==> src/rtl/monitor_verificacion_pkg.sv <==
// Shared constants for the adder-bench verdict monitor.
// State encoding is kept as plain 2-bit constants for legacy benches.
package verif_pkg;

  localparam logic [1:0] ST_IDLE     = 2'd0;
  localparam logic [1:0] ST_ESPERA   = 2'd1;
  localparam logic [1:0] ST_MUESTREO = 2'd2;
  localparam logic [1:0] ST_FIN      = 2'd3;

endpackage

==> src/rtl/monitor_verificacion_if.sv <==
// Control/result bundle between an adder bench and its verdict monitor.
// master drives the window, slave is the monitor itself.
interface monitor_verificacion_if #(
  parameter int CNT_BITS = 8
);

  logic                inicio;
  logic [CNT_BITS-1:0] num_muestras;
  logic                verificador;
  logic                ocupado;
  logic                terminado;
  logic                pasa;
  logic [CNT_BITS-1:0] cuenta_errores;
  logic [CNT_BITS-1:0] primer_error;
  logic                error_valido;

  modport master (
    output inicio,
    output num_muestras,
    output verificador,
    input  ocupado,
    input  terminado,
    input  pasa,
    input  cuenta_errores,
    input  primer_error,
    input  error_valido
  );

  modport slave (
    input  inicio,
    input  num_muestras,
    input  verificador,
    output ocupado,
    output terminado,
    output pasa,
    output cuenta_errores,
    output primer_error,
    output error_valido
  );

endinterface

==> src/rtl/monitor_verificacion_contador_saturado.sv <==
// Up-counter with synchronous clear that sticks at all-ones.
// Used for the mismatch tally so long failing windows never wrap.
module contador_saturado #(
  parameter int W = 8
) (
  input  logic         clk,
  input  logic         rst_n,
  input  logic         i_clr,
  input  logic         i_inc,
  output logic [W-1:0] o_cnt
);

  logic [W-1:0] r_cnt;

  always_ff @(posedge clk or negedge rst_n) begin
    if (!rst_n) begin
      r_cnt <= '0;
    end else if (i_clr) begin
      r_cnt <= '0;
    end else if (i_inc && (r_cnt != '1)) begin
      r_cnt <= r_cnt + 1'b1;
    end
  end

  assign o_cnt = r_cnt;

endmodule

==> src/rtl/monitor_verificacion.sv <==
// Verdict monitor: skips pipeline fill, samples N compare results,
// tallies mismatches, records the first one and latches pass/fail.
module monitor_verificacion
  import verif_pkg::*;
#(
  parameter int CNT_BITS = 8,
  parameter int LATENCIA = 3
) (
  input  logic                   clk,
  input  logic                   reset_L,
  monitor_verificacion_if.slave  bus
);

  localparam logic [CNT_BITS-1:0] LAT_LAST =
    CNT_BITS'((LATENCIA > 0) ? LATENCIA - 1 : 0);

  logic [1:0]          r_state;
  logic [1:0]          w_next;
  logic [CNT_BITS-1:0] r_n;
  logic [CNT_BITS-1:0] r_lat;
  logic [CNT_BITS-1:0] r_idx;
  logic [CNT_BITS-1:0] r_primer;
  logic                r_valido;
  logic                r_term;
  logic                r_pasa;
  logic [CNT_BITS-1:0] w_err;
  logic                w_start;
  logic                w_miss;
  logic                w_lat_done;
  logic                w_smp_done;

  assign w_start = ((r_state == ST_IDLE) || (r_state == ST_FIN))
                 && bus.inicio;

  // Anything but a clean 1 (0, x, z) counts as a mismatch.
  assign w_miss = (r_state == ST_MUESTREO)
                && !(bus.verificador === 1'b1);

  assign w_lat_done = (r_lat == LAT_LAST);
  assign w_smp_done = (r_idx == (r_n - 1'b1));

  always_comb begin
    w_next = r_state;
    unique case (r_state)
      ST_IDLE, ST_FIN: begin
        if (bus.inicio) begin
          if (LATENCIA > 0)
            w_next = ST_ESPERA;
          else if (bus.num_muestras == '0)
            w_next = ST_FIN;
          else
            w_next = ST_MUESTREO;
        end
      end
      ST_ESPERA: begin
        if (w_lat_done)
          w_next = (r_n == '0) ? ST_FIN : ST_MUESTREO;
      end
      ST_MUESTREO: begin
        if (w_smp_done)
          w_next = ST_FIN;
      end
      default: w_next = ST_IDLE;
    endcase
  end

  always_ff @(posedge clk or negedge reset_L) begin
    if (!reset_L) begin
      r_state  <= ST_IDLE;
      r_n      <= '0;
      r_lat    <= '0;
      r_idx    <= '0;
      r_primer <= '0;
      r_valido <= 1'b0;
    end else begin
      r_state <= w_next;
      if (w_start) begin
        r_n      <= bus.num_muestras;
        r_lat    <= '0;
        r_idx    <= '0;
        r_primer <= '0;
        r_valido <= 1'b0;
      end else if (r_state == ST_ESPERA) begin
        r_lat <= r_lat + 1'b1;
      end else if (r_state == ST_MUESTREO) begin
        r_idx <= r_idx + 1'b1;
        if (w_miss && !r_valido) begin
          r_primer <= r_idx;
          r_valido <= 1'b1;
        end
      end
    end
  end

  // Verdict lags entry to FIN by one cycle so pasa sees the final tally.
  always_ff @(posedge clk or negedge reset_L) begin
    if (!reset_L) begin
      r_term <= 1'b0;
      r_pasa <= 1'b0;
    end else begin
      r_term <= (r_state == ST_FIN) && !w_start;
      r_pasa <= (r_state == ST_FIN) && !w_start && (w_err == '0);
    end
  end

  contador_saturado #(
    .W (CNT_BITS)
  ) u_errores (
    .clk   (clk),
    .rst_n (reset_L),
    .i_clr (w_start),
    .i_inc (w_miss),
    .o_cnt (w_err)
  );

  assign bus.ocupado        = (r_state == ST_ESPERA)
                           || (r_state == ST_MUESTREO);
  assign bus.terminado      = r_term;
  assign bus.pasa           = r_pasa;
  assign bus.cuenta_errores = w_err;
  assign bus.primer_error   = r_primer;
  assign bus.error_valido   = r_valido;

endmodule

==> src/flat_wrapper.sv <==
// flat-port wrapper written by rule: the top's interface ports become plain ports
module monitor_verificacion_flat import verif_pkg::*;
#(
  parameter int CNT_BITS = 8,
  parameter int LATENCIA = 3
)
  (clk, reset_L, bus_inicio, bus_num_muestras, bus_verificador, bus_ocupado, bus_terminado, bus_pasa, bus_cuenta_errores, bus_primer_error, bus_error_valido);
  monitor_verificacion_if #(.CNT_BITS(CNT_BITS)) bus_i ();
  input  logic clk;
  input  logic reset_L;
  input wire logic [$bits(bus_i.inicio)-1:0] bus_inicio;
  input wire logic [$bits(bus_i.num_muestras)-1:0] bus_num_muestras;
  input wire logic [$bits(bus_i.verificador)-1:0] bus_verificador;
  output wire logic [$bits(bus_i.ocupado)-1:0] bus_ocupado;
  output wire logic [$bits(bus_i.terminado)-1:0] bus_terminado;
  output wire logic [$bits(bus_i.pasa)-1:0] bus_pasa;
  output wire logic [$bits(bus_i.cuenta_errores)-1:0] bus_cuenta_errores;
  output wire logic [$bits(bus_i.primer_error)-1:0] bus_primer_error;
  output wire logic [$bits(bus_i.error_valido)-1:0] bus_error_valido;
  assign bus_i.inicio = bus_inicio;
  assign bus_i.num_muestras = bus_num_muestras;
  assign bus_i.verificador = bus_verificador;
  assign bus_ocupado = bus_i.ocupado;
  assign bus_terminado = bus_i.terminado;
  assign bus_pasa = bus_i.pasa;
  assign bus_cuenta_errores = bus_i.cuenta_errores;
  assign bus_primer_error = bus_i.primer_error;
  assign bus_error_valido = bus_i.error_valido;
  monitor_verificacion #(.CNT_BITS(CNT_BITS), .LATENCIA(LATENCIA)) u_core (.clk(clk), .reset_L(reset_L), .bus(bus_i));
endmodule
==> config.mk <==
export PLATFORM = sky130hd
export DESIGN_NAME = monitor_verificacion_flat
export DESIGN_NICKNAME = d
export VERILOG_FILES = /design/src/rtl/monitor_verificacion_pkg.sv /design/src/rtl/monitor_verificacion_if.sv /design/src/rtl/monitor_verificacion_contador_saturado.sv /design/src/rtl/monitor_verificacion.sv /design/src/flat_wrapper.sv
export SDC_FILE = /design/constraint.sdc
export NUM_CORES = 1
export LEC_CHECK = 0
export CAP_MARGIN = 15
export CORE_MARGIN = 2
export CORE_UTILIZATION = 30
export DETAILED_ROUTE_END_ITERATION = 10
export GPL_TIMING_DRIVEN = 1
export SYNTH_ARGS = -nofsm -noshare
export SYNTH_HDL_FRONTEND = slang
export SYNTH_HIERARCHICAL = 1
export SYNTH_SLANG_ARGS = --single-unit
==> constraint.sdc <==
create_clock -name clk -period 2.37 [get_ports clk]
set_clock_uncertainty 0.2 [all_clocks]
set_input_delay 0.3555 -clock clk [delete_from_list [all_inputs] [get_ports clk]]
set_output_delay 0.3555 -clock clk [all_outputs]
set_load 0.03 [all_outputs]
; After elaboration in Yosys (flattened, before gate mapping)
; Index checks and enable logic that the tools add are counted.
[op_classes]
reduce_logical = 22
n_addsub = 4
eq_ne = 11
mux = 20
[ops]
columns = op, n
row1 = two-way mux 8 bit, 11
row2 = "adder 8 x 1 -> 8 bit, second input constant", 3
row3 = logical NOT 8 bit, 2
row4 = "equality test 8 x 2 -> 1 bit, second input constant", 1
row5 = equality test 8 bit, 1
row6 = "!= test 8 bit, second input constant", 1
row7 = nonzero test 2 bit, 4
row8 = "subtractor 8 x 1 -> 8 bit, second input constant", 1
row9 = logical AND 1 bit, 6
row10 = two-way mux 2 bit, 3
row11 = "!= test 2 x 1 -> 1 bit, second input constant", 3
row12 = case mux 2 bit (3 select lines), 1
row13 = AND reduction 3 bit, 2
row14 = two-way mux 1 bit, 5
row15 = "equality test 2 bit, second input constant", 2
row16 = logical NOT 1 bit, 3
row17 = "equality test 2 x 1 -> 1 bit, second input constant", 1
row18 = logical NOT 2 bit, 1
row19 = logical OR 1 bit, 2
row20 = "!= test 2 bit, second input constant", 1
row21 = AND reduction 2 bit, 1
row22 = OR reduction 2 bit, 1
row23 = "=== test 1 bit, second input constant", 1
[totals]
input_bits = 12
wordCells = 66
out_inout_bits = 20
reg_bits = 45

; Longest topological paths before layout
; Gate-level depths: netlist of the first run.
[depth]
depth_word = 8
depth_mapped = 8
depth_no_buf = 8

; Cells and area by module
; The synthesis of the first run kept the hierarchy.
[modules_own_cells]
columns = mod, seq_area_each_um2, cells_per_inst, n_inst, area_each_um2
row1 = monitor_verificacion, 925.9, 188, 1, 1894.3
row2 = contador_saturado, 200.2, 49, 1, 464.2

; Worst setup path before layout of the first run
; Ideal clock, no wire load.
[synth_timing]
path_kind = register to register
startpoint = register u_core.r_state[0]
endpoint = register u_core.u_errores.r_cnt[3] (netlist: u_core/u_errores/o_cnt[3])
path_stages_with_launch = 9
path_buffers = 2
setup_slack_ns = 0.127
period_less_slack_ns = 2.243
setup_time_ns = 0.125
t_arrival_ns = 1.918
required_time_ns = 2.045
path_cell_list = dfrtp_1 inv_1 ha_1 nand2_1 clkinv_1 clkbuf_1 clkbuf_1 nor2_1 mux2_2
[synth_via]
elab_chain_cells = 4
word_cells_on_any_way = 9
classes_between = eq/ne (2) / mux (1) / reduce/logical (6)
[synth_lines]
columns = item, line_no
row1 = start: declaration, monitor_verificacion.sv:17  ; logic [1:0] r_state;
row2 = start signal: assignment, monitor_verificacion.sv:76  ; r_state <= w_next;
row3 = equality test 2 bit or logical NOT 2 bit (tied branches), monitor_verificacion.sv:32  ; assign w_start = ((r_state == ST_IDLE) || (r_state == ST_FIN))
row4 = logical OR 1 bit (*), monitor_verificacion.sv:32
row5 = logical AND 1 bit (*), monitor_verificacion.sv:33  ; && bus.inicio;
row6 = via u_core.w_start, monitor_verificacion.sv:27  ; logic w_start;
row7 = two-way mux 8 bit or nonzero test 2 bit (tied branches), --
row8 = end signal: assignment, monitor_verificacion_contador_saturado.sv:21  ; r_cnt <= r_cnt + 1'b1;
row9 = end: declaration, monitor_verificacion_contador_saturado.sv:13  ; logic [W-1:0] r_cnt;
; Mark *: on every way through the listed nets, which the timed path passes. The rest lies on a longest branch.
; A chain may end at the register's enable or synchronous reset.

; Worst setup path in the final report of the first run
[layout_timing]
startpoint = register u_core.r_n[0]
endpoint = register u_core.r_state[1]
[layout_via]
elab_chain_cells = 4
[layout_lines]
columns = item, line_no
row1 = start: declaration, monitor_verificacion.sv:19  ; logic [CNT_BITS-1:0] r_n;
row2 = start signal: assignment, monitor_verificacion.sv:78  ; r_n <= bus.num_muestras;
row3 = subtractor 8 x 1 -> 8 bit, monitor_verificacion.sv:40  ; assign w_smp_done = (r_idx == (r_n - 1'b1));
row4 = equality test 8 bit, monitor_verificacion.sv:40
row5 = != test 2 x 1 -> 1 bit (no source line), --
row6 = AND reduction 3 bit (no source line), --
; No other way between the ends.

==> results.txt, run 1 <==
----------------------------------------------------
[Outcome]
  Result of the run ... completed

[Floorplan]
  Die area ... 0.00859 sq mm
  Area of the placeable core ... 0.00769 sq mm
  Chip height ... 92.7 um
  Number of rows created at floorplan ... 32
  Total I/O pin count ... 32
  X dimension of the die ... 92.7 um
  Initial core utilization ... 0.307

[Global routing]
  Met3 routing resource usage after global routing ... 0.0277
  Met2 GRT Util ... 0.185
  Most congested layer reported by global routing ... met2
  Number of antenna violations at the first check in global routing ... 0
  Total global-route track usage ... 0.122
  Pin count of the biggest net entering global routing ... 20
  Met1 routing resource usage after global routing ... 0.169
  Vias in the first global route ... 1,670
  First-pass GRT wire length ... 8240 um
  Remaining global-route overflow ... 0

[Drt]
  Drt first-iter violations ... 63
  Total Wirelength ... 4870 um
  ANT nets after route ... 0
  Mean routed wirelength per cell ... 12.8 um
  Detailed-route via count ... 1,808
  DRC violation count after routing ... 0
  Length of the first detailed-routing pass in iterations ... 4
  Ratio of routed vias to standard cells ... 4.75

[Pwr]
  Maximum resistive drop on vdd ... 0.000721 V
  Comb pwr share ... 0.456
  Reg power frac ... 0.363
  Fraction of power spent switching nets ... 0.410
  Clk pwr share ... 0.181
  Leakage power total ... 1.32 nW
  NetSw ... 1.32 mW
  Cell internal pwr ... 1.90 mW
  Pwr Density ... 1090 mW/mm^2

[Yosys]
  Main area contributors after synthesis ... sky130_fd_sc_hd__dfrtp_1, sky130_fd_sc_hd__ha_1, sky130_fd_sc_hd__xor2_1
  Synthesized cell area ... 0.00236 sq mm
  Largest family of logic cells by synthesized area ... simple AND/OR/NAND/NOR gates
  Proportion of synthesized chip area in sequential cells ... 0.477
  Post-synthesis cell type with the largest combined area ... sky130_fd_sc_hd__dfrtp_1
  Register bit count reported by yosys ... 45
  Arithmetic-cell share of the synthesized area counting full adders, half adders and majority gates ... 0.0477
  Post-Syn Nets ... 258
  Number of warnings reported in the yosys synthesis log ... 6
  Number of standard cells after synthesis ... 237
  Number of synthesized flops with an enable pin ... 0
  Commonest register cell after synthesis ... sky130_fd_sc_hd__dfrtp_1
  Post-synthesis share of cell area spent on xor and xnor gates ... 0.0706
  Proportion of synthesized flip-flops having asynchronous set or reset ... 1.00
  Synth top area share ... 0.477
  Proportion of synthesized area in mux cells ... 0.0180
  Compound-Gate Fraction of Synth Area ... 0.128
  Synthesized area per cell ... 9.95 sq um
  Distinct cell type count after synthesis ... 50
  Simple-gate share of the synthesized area ... 0.229

[Clocking]
  Number of buffers added by the clock tree synthesis step ... 5
  Setup Buffers After CTS ... 0
  Clock latency on the worst-skew pair ... 300 ps
  Clock-pin slew of the registers on the worst-case setup and hold paths ... 90 ps
  # H-tree levels ... 2
  CTS tree ... built
  Maximum count of clock buffers along a single path ... 2
  Clock root buffer ... sky130_fd_sc_hd__clkbuf_8
  Clock Sink Count ... 45

[Finish]
  Top library cells by usage in the layout, fill and taps aside ... sky130_fd_sc_hd__dfrtp_1, sky130_fd_sc_hd__clkdlybuf4s50_1, sky130_fd_sc_hd__nand2_1
  Number of nets in the final layout ... 299
  Diodes inserted ... 0
  Commonest non-fill, non-tap cell in the layout ... sky130_fd_sc_hd__dfrtp_1
  Area overhead of the layout relative to synthesis ... 25.1%
  Share of post-route cells with drive strength above 1 ... 0.0968

[Worst setup path]
  Required time at the worst-slack endpoint ... 2390 ps
  Origin of the critical flop-to-flop path ... u_core/r_n[0]$_DFFE_PN0P_
  Worst-path fanout max ... 4
  Worst-path cell chain ... inv_1 > ha_1 > nand2b_4 > nor4b_1 > a31oi_1 > o31a_1 > nor3_2 > mux2i_1
  Reg-to-reg slack, setup ... 150 ps
  Highest cell delay on the worst timing path ... 430 ps
  Worst reg-to-reg path cell count ... 8
  Crit path max-delay family ... simple AND/OR/NAND/NOR gates
  Category of the worst setup path capture point ... flip-flop
  Type of the setup path with the least slack ... reg2reg
  Crit path arrival time ... 2250 ps
  Crit start category ... flip-flop
  Max stage delay cell, worst path ... sky130_fd_sc_hd__dfrtp_1
  Reg-to-Reg End ... u_core/r_state[1]$_DFFE_PN0P_
  Worst path buffer plus inverter count ... 1

[Placement]
  GP Congestion ... 0.782
  Detailed-placement wirelength estimate ... 3590 um
  Port Buffers ... 31
  Worst slack after detailed placement ... 182 ps

[STA]
  Final hold violation count ... 0
  Setup repair after global routing missed its margin ... no
  Worst-case headroom to the max-slew limit ... 0.634
  Final number of setup-violating endpoints ... 0
  Fin crit share ... 0.938
  Final total negative setup slack ... 0 ps
  Maximum operating frequency ... 450 MHz
  Slew at the pin closest to its max-slew limit ... 548 ps
  Clock period minus final worst setup slack ... 2220 ps
  Final setup margin ... 146 ps
  Max Slew Vio Count ... 0

[Hold path]
  Class of the tightest hold or removal check ... in2async

[Flow run]
  # Max-Cap Violations ... 0

----------------------------------------------------
[routing by layer]
layer / wire, um / vias to the layer above / part of all wire
li1: - / 924 / -
met1: 2500 / 846 / 0.51
met2: 2130 / 32 / 0.44
met3: 186 / 6 / 0.038
met4: 62 / 0 / 0.013
met5: 0 / - / 0
[synth_stat cells, types with 3 or more instances]
master                     number
sky130_fd_sc_hd__nand2b_1       5
sky130_fd_sc_hd__xnor2_1        7
sky130_fd_sc_hd__and3_1         5
sky130_fd_sc_hd__ha_1           9
sky130_fd_sc_hd__nand3_1        7
sky130_fd_sc_hd__nor2b_1        5
sky130_fd_sc_hd__nand2_1       27
sky130_fd_sc_hd__o21ai_0       10
sky130_fd_sc_hd__a21oi_1        7
sky130_fd_sc_hd__clkbuf_1       5
sky130_fd_sc_hd__nand4_1        6
sky130_fd_sc_hd__a31oi_1        3
sky130_fd_sc_hd__nor4_1         3
sky130_fd_sc_hd__nor2_1        19
sky130_fd_sc_hd__a22o_1         8
sky130_fd_sc_hd__inv_1         10
sky130_fd_sc_hd__dfrtp_1       45
sky130_fd_sc_hd__nor3_1         5
sky130_fd_sc_hd__xor2_1        12
[area by class of cell]
class / count / area (sq um)
clock inverter: 2 / 38.8
sequential: 45 / 1130
fill: 784 / 4740
tap: 102 / 128
clock buffer: 6 / 72.6
timing repair buffer: 41 / 382
multi-input combinational: 174 / 1160
inverter: 11 / 41.3
[flip-flops by register name (all words and copies together) (netlist names)]
name and flops:
u_core/bus.error_valido 1, u_core/bus.pasa 1, u_core/bus.primer_error 8, u_core/bus.terminado 1, u_core/r_idx 8, u_core/r_lat 8
u_core/r_n 8, u_core/r_state 2, u_core/u_errores/o_cnt 8
[how the worst max path moves through the flow]
stage	from	end	slack, ps	depth (start not counted)
after floorplan	u_core/r_state[0]$_DFFE_PN0P_	u_core/u_errores/o_cnt[3]$_DFFE_PN0P_	130	8
after global placement	bus_verificador	u_core/u_errores/o_cnt[7]$_DFFE_PN0P_	230	5
after detailed placement	u_core/r_n[0]$_DFFE_PN0P_	u_core/r_state[1]$_DFFE_PN0P_	180	8
after CTS	u_core/r_n[0]$_DFFE_PN0P_	u_core/r_state[1]$_DFFE_PN0P_	150	8
after global routing	u_core/r_n[0]$_DFFE_PN0P_	u_core/r_state[1]$_DFFE_PN0P_	20	8
final	u_core/r_n[0]$_DFFE_PN0P_	u_core/r_state[1]$_DFFE_PN0P_	150	8
[timing repair]
item / in CTS / in global routing
hold endpoints to repair: 14 / 0
hold buffers: 1 / 0
resized for setup: 1 / 0
endpoints found under the setup margin: 1 / 0
[through the flow]
stage / util / cell area [sq um] / cells / hold WS, ps / total power [mW]
after floorplan: - / 2360 / 237 / -140 / 2.18
after global placement: 0.368 / 2830 / 372 / 91.5 / 2.65
after detailed placement: 0.368 / 2830 / 372 / 96.8 / 2.67
after CTS: 0.384 / 2950 / 381 / 300 / 3.25
after global routing: 0.384 / 2950 / 381 / 306 / 3.49
final: 0.384 / 2950 / 381 / 293 / 3.22
[kinds of logic after synthesis]
family,count (synthesis)
xor gates and xnor gates,19
adders and majority gates,9
DFF,45
muxes,4
AOI/OAI and AO/OA,43
buffers and inverters,18
and+or+nand+nor,99
[power by group through the flow]
| stage | sequential (mW) | combinational, mW | clock [mW] |
|---|---|---|---|
| finish | 1.17 | 1.47 | 0.581 |
| global route | 1.21 | 1.65 | 0.635 |
| CTS | 1.17 | 1.48 | 0.599 |
| detailed placement | 1.19 | 1.48 | 0 |
| global placement | 1.18 | 1.47 | 0 |
| floorplan | 1.23 | 0.948 | 0 |
Power figures use the tool's default switching activity.
==> run 2, diff against run 1 <==
- CORE_ASPECT_RATIO: default -> 0.5
==> run 2 against run 1 <==
  * Routed wire length rose by 4.6%
  * Largest cell class unchanged
  * Fmax is 2.8% higher
  * Utilization grew 1.5 points
  * Worst hold slack gained 19 ps
  * Critical path type unchanged
  * Critical endpoint unchanged
  * Register-to-register slack gained 60 ps
==> results.txt, run 2 (synthesis gave the netlist of run 1 again) <==
----------------------------------------------------
[Floorplan]
  Total I/O pin count ... 32 (unchanged)
  Initial core utilization ... 0.316 (+0.00937)
  Number of rows created at floorplan ... 22 (-31%)
  Chip height ... 66.7 um (-28%)
  Die area ... 0.00863 sq mm (+0.50%)
  X dimension of the die ... 129 um (+40%)
  Area of the placeable core ... 0.00746 sq mm (-3.0%)

[Worst setup path]
  Worst-path fanout max ... 4 (unchanged)
  Category of the worst setup path capture point ... flip-flop
  Worst-path cell chain ... inv_1 > ha_1 > nand2b_4 > nor4b_1 > a31oi_1 > o31a_1 > nor3_2 > mux2i_1
  Highest cell delay on the worst timing path ... 410 ps (-20 ps)
  Reg-to-reg slack, setup ... 210 ps (+60 ps)
  Reg-to-Reg End ... u_core/r_state[1]$_DFFE_PN0P_
  Origin of the critical flop-to-flop path ... u_core/r_n[0]$_DFFE_PN0P_
  Type of the setup path with the least slack ... reg2reg
  Worst reg-to-reg path cell count ... 8 (unchanged)
  Max stage delay cell, worst path ... sky130_fd_sc_hd__dfrtp_1
  Worst path buffer plus inverter count ... 1 (unchanged)
  Crit start category ... flip-flop
  Crit path arrival time ... 2170 ps (-80 ps)
  Required time at the worst-slack endpoint ... 2380 ps (about the same)
  Launch point of the worst path ... u_core/r_n[0]$_DFFE_PN0P_
  Crit path max-delay family ... simple AND/OR/NAND/NOR gates

[STA]
  Final number of setup-violating endpoints ... 0 (unchanged)
  Worst-case headroom to the max-slew limit ... 0.612 (-0.0221)
  Clock period minus final worst setup slack ... 2160 ps (-61.3 ps)
  Final total negative setup slack ... 0 ps (unchanged)
  Slew at the pin closest to its max-slew limit ... 581 ps (+33.1 ps)
  Setup repair after global routing missed its margin ... no
  Max Slew Vio Count ... 0 (unchanged)
  Final hold violation count ... 0 (unchanged)
  Fin crit share ... 0.912 (-0.0259)
  Final setup margin ... 208 ps (+61.3 ps)
  Maximum operating frequency ... 462 MHz (+2.8%)

[Flow run]
  # Max-Cap Violations ... 0 (unchanged)

[Global routing]
  Pin count of the biggest net entering global routing ... 46 (+130%)
  First-pass GRT wire length ... 8690 um (+5.5%)
  Number of antenna violations at the first check in global routing ... 0 (unchanged)
  Vias in the first global route ... 1,903 (+14%)
  Total global-route track usage ... 0.131 (+0.00875)
  Remaining global-route overflow ... 0 (unchanged)

[Drt]
  DRC violation count after routing ... 0 (unchanged)
  Length of the first detailed-routing pass in iterations ... 4 (unchanged)
  Ratio of routed vias to standard cells ... 4.86 (+2.4%)
  Drt first-iter violations ... 113 (+79%)
  ANT nets after route ... 0 (unchanged)
  Detailed-route via count ... 1,870 (+3.4%)
  Mean routed wirelength per cell ... 13.2 um (+3.5%)
  Total Wirelength ... 5100 um (+4.6%)

[Clocking]
  Clock Sink Count ... 45 (unchanged)
  Clock-pin slew of the registers on the worst-case setup and hold paths ... 60 ps (-30 ps)
  # H-tree levels ... 2 (unchanged)
  Number of buffers added by the clock tree synthesis step ... 5 (unchanged)
  Maximum count of clock buffers along a single path ... 2 (unchanged)
  Clock root buffer ... sky130_fd_sc_hd__clkbuf_16
  Clock latency on the worst-skew pair ... 280 ps (-20 ps)
  Setup Buffers After CTS ... 0 (unchanged)
  CTS tree ... built

[Outcome]
  Result of the run ... completed

[Finish]
  Share of post-route cells with drive strength above 1 ... 0.0903 (-0.00652)
  Cell area after layout ... 0.00298 sq mm (+0.81%)
  Area overhead of the layout relative to synthesis ... 26.2%
  Top library cells by usage in the layout, fill and taps aside ... sky130_fd_sc_hd__dfrtp_1, sky130_fd_sc_hd__clkdlybuf4s50_1, sky130_fd_sc_hd__nand2_1
  Commonest non-fill, non-tap cell in the layout ... sky130_fd_sc_hd__dfrtp_1
  Number of standard cells in the layout, taps in and fillers out ... 385 (+1.0%)
  Fillers ... 738 (-5.9%)
  Diodes inserted ... 0 (unchanged)
  Number of nets in the final layout ... 297 (-0.67%)

[Hold path]
  Terminating pin of the worst hold path ... u_core/bus.primer_error[7]$_DFFE_PN0P_
  Worst min-delay path startpoint ... u_core/bus.primer_error[7]$_DFFE_PN0P_
  Class of the tightest hold or removal check ... reg2reg
  Hold path cells ... 1

[Pwr]
  Maximum resistive drop on vdd ... 0.000339 V (-53%)
  Comb pwr share ... 0.447 (-0.009)
  Clk pwr share ... 0.200 (+0.019)
  NetSw ... 1.37 mW (+3.9%)
  Pwr Density ... 1120 mW/mm^2 (+2.9%)
  Leakage power total ... 1.32 nW (about the same)
  Cell internal pwr ... 1.97 mW (+3.6%)
  Reg power frac ... 0.353 (-0.010)
  Fraction of power spent switching nets ... 0.411 (+0.000576)

[Placement]
  Port Buffers ... 31 (unchanged)
  DP Area ... 0.00282 sq mm (-0.27%)
  DP Cell Count ... 376 (+1.1%)
  Detailed-placement wirelength estimate ... 3820 um (+6.4%)
  Worst slack after detailed placement ... 152 ps (-30.2 ps)
  GP Congestion ... 0.800 (+2.2%)

----------------------------------------------------
[run 2: worst max-delay path by stage]
stage                                              to  slack (ps)  depth (start not counted)
2_1_floorplan   u_core/u_errores/o_cnt[3]$_DFFE_PN0P_         130                          8
3_3_place_gp    u_core/u_errores/o_cnt[3]$_DFFE_PN0P_         220                          7
3_5_place_dp    u_core/u_errores/o_cnt[3]$_DFFE_PN0P_         150                          7
4_1_cts         u_core/u_errores/o_cnt[3]$_DFFE_PN0P_         140                          7
5_1_grt        u_core/bus.primer_error[5]$_DFFE_PN0P_          40                          6
6_report                u_core/r_state[1]$_DFFE_PN0P_         210                          8
[run 2: routing by layer]
metal	global-route usage	part of all wire
met5	0	0
met4	0.0516	0.019
met3	0.0410	0.042
met2	0.210	0.46
met1	0.166	0.47
[run 2: power groups by stage]
stage,sequential (mW),clock (mW),combinational [mW]
after detailed placement,1.19,0,1.51
after floorplan,1.23,0,0.948
final,1.18,0.667,1.49
after global routing,1.21,0.729,1.65
after global placement,1.18,0,1.45
after CTS,1.18,0.685,1.50
[run 2: cell type report]
class                   instances  area [sq um]  share of cell area
multi-input cells             174          1170               0.392
flip-flops and latches         45          1130               0.378
repair buffers                 39           367               0.123
well taps                     108           135              0.0454
clock buffers                   7           133              0.0446
inverters                      11          41.3              0.0139
clock inverters                 1          7.51             0.00252
[run 2: worst reg2reg max path: stages (launching register included)]
cell,delay (ps)
sky130_fd_sc_hd__dfrtp_1,410
sky130_fd_sc_hd__inv_1,110
sky130_fd_sc_hd__ha_1,230
sky130_fd_sc_hd__nand2b_4,80
sky130_fd_sc_hd__nor4b_1,280
sky130_fd_sc_hd__a31oi_1,80
sky130_fd_sc_hd__o31a_1,280
sky130_fd_sc_hd__nor3_2,220
sky130_fd_sc_hd__mux2i_1,200
[run 2: timing repair]
| item | 4_1_cts | 5_1_grt |
|---|---|---|
| hold buffers | 1 | 0 |
| hold endpoints to repair | 45 | 0 |
| setup endpoints to repair | 1 | 1 |
| cloned | 0 | 0 |
| gates resized for setup | 1 | 1 |
[run 2: per-stage QoR]
stage	power (mW)	util	hold WS [ps]
after floorplan	2.18	-	-140
after global placement	2.62	0.379	269
after detailed placement	2.69	0.379	276
after CTS	3.37	0.399	313
after global routing	3.59	0.399	338
final	3.34	0.399	311
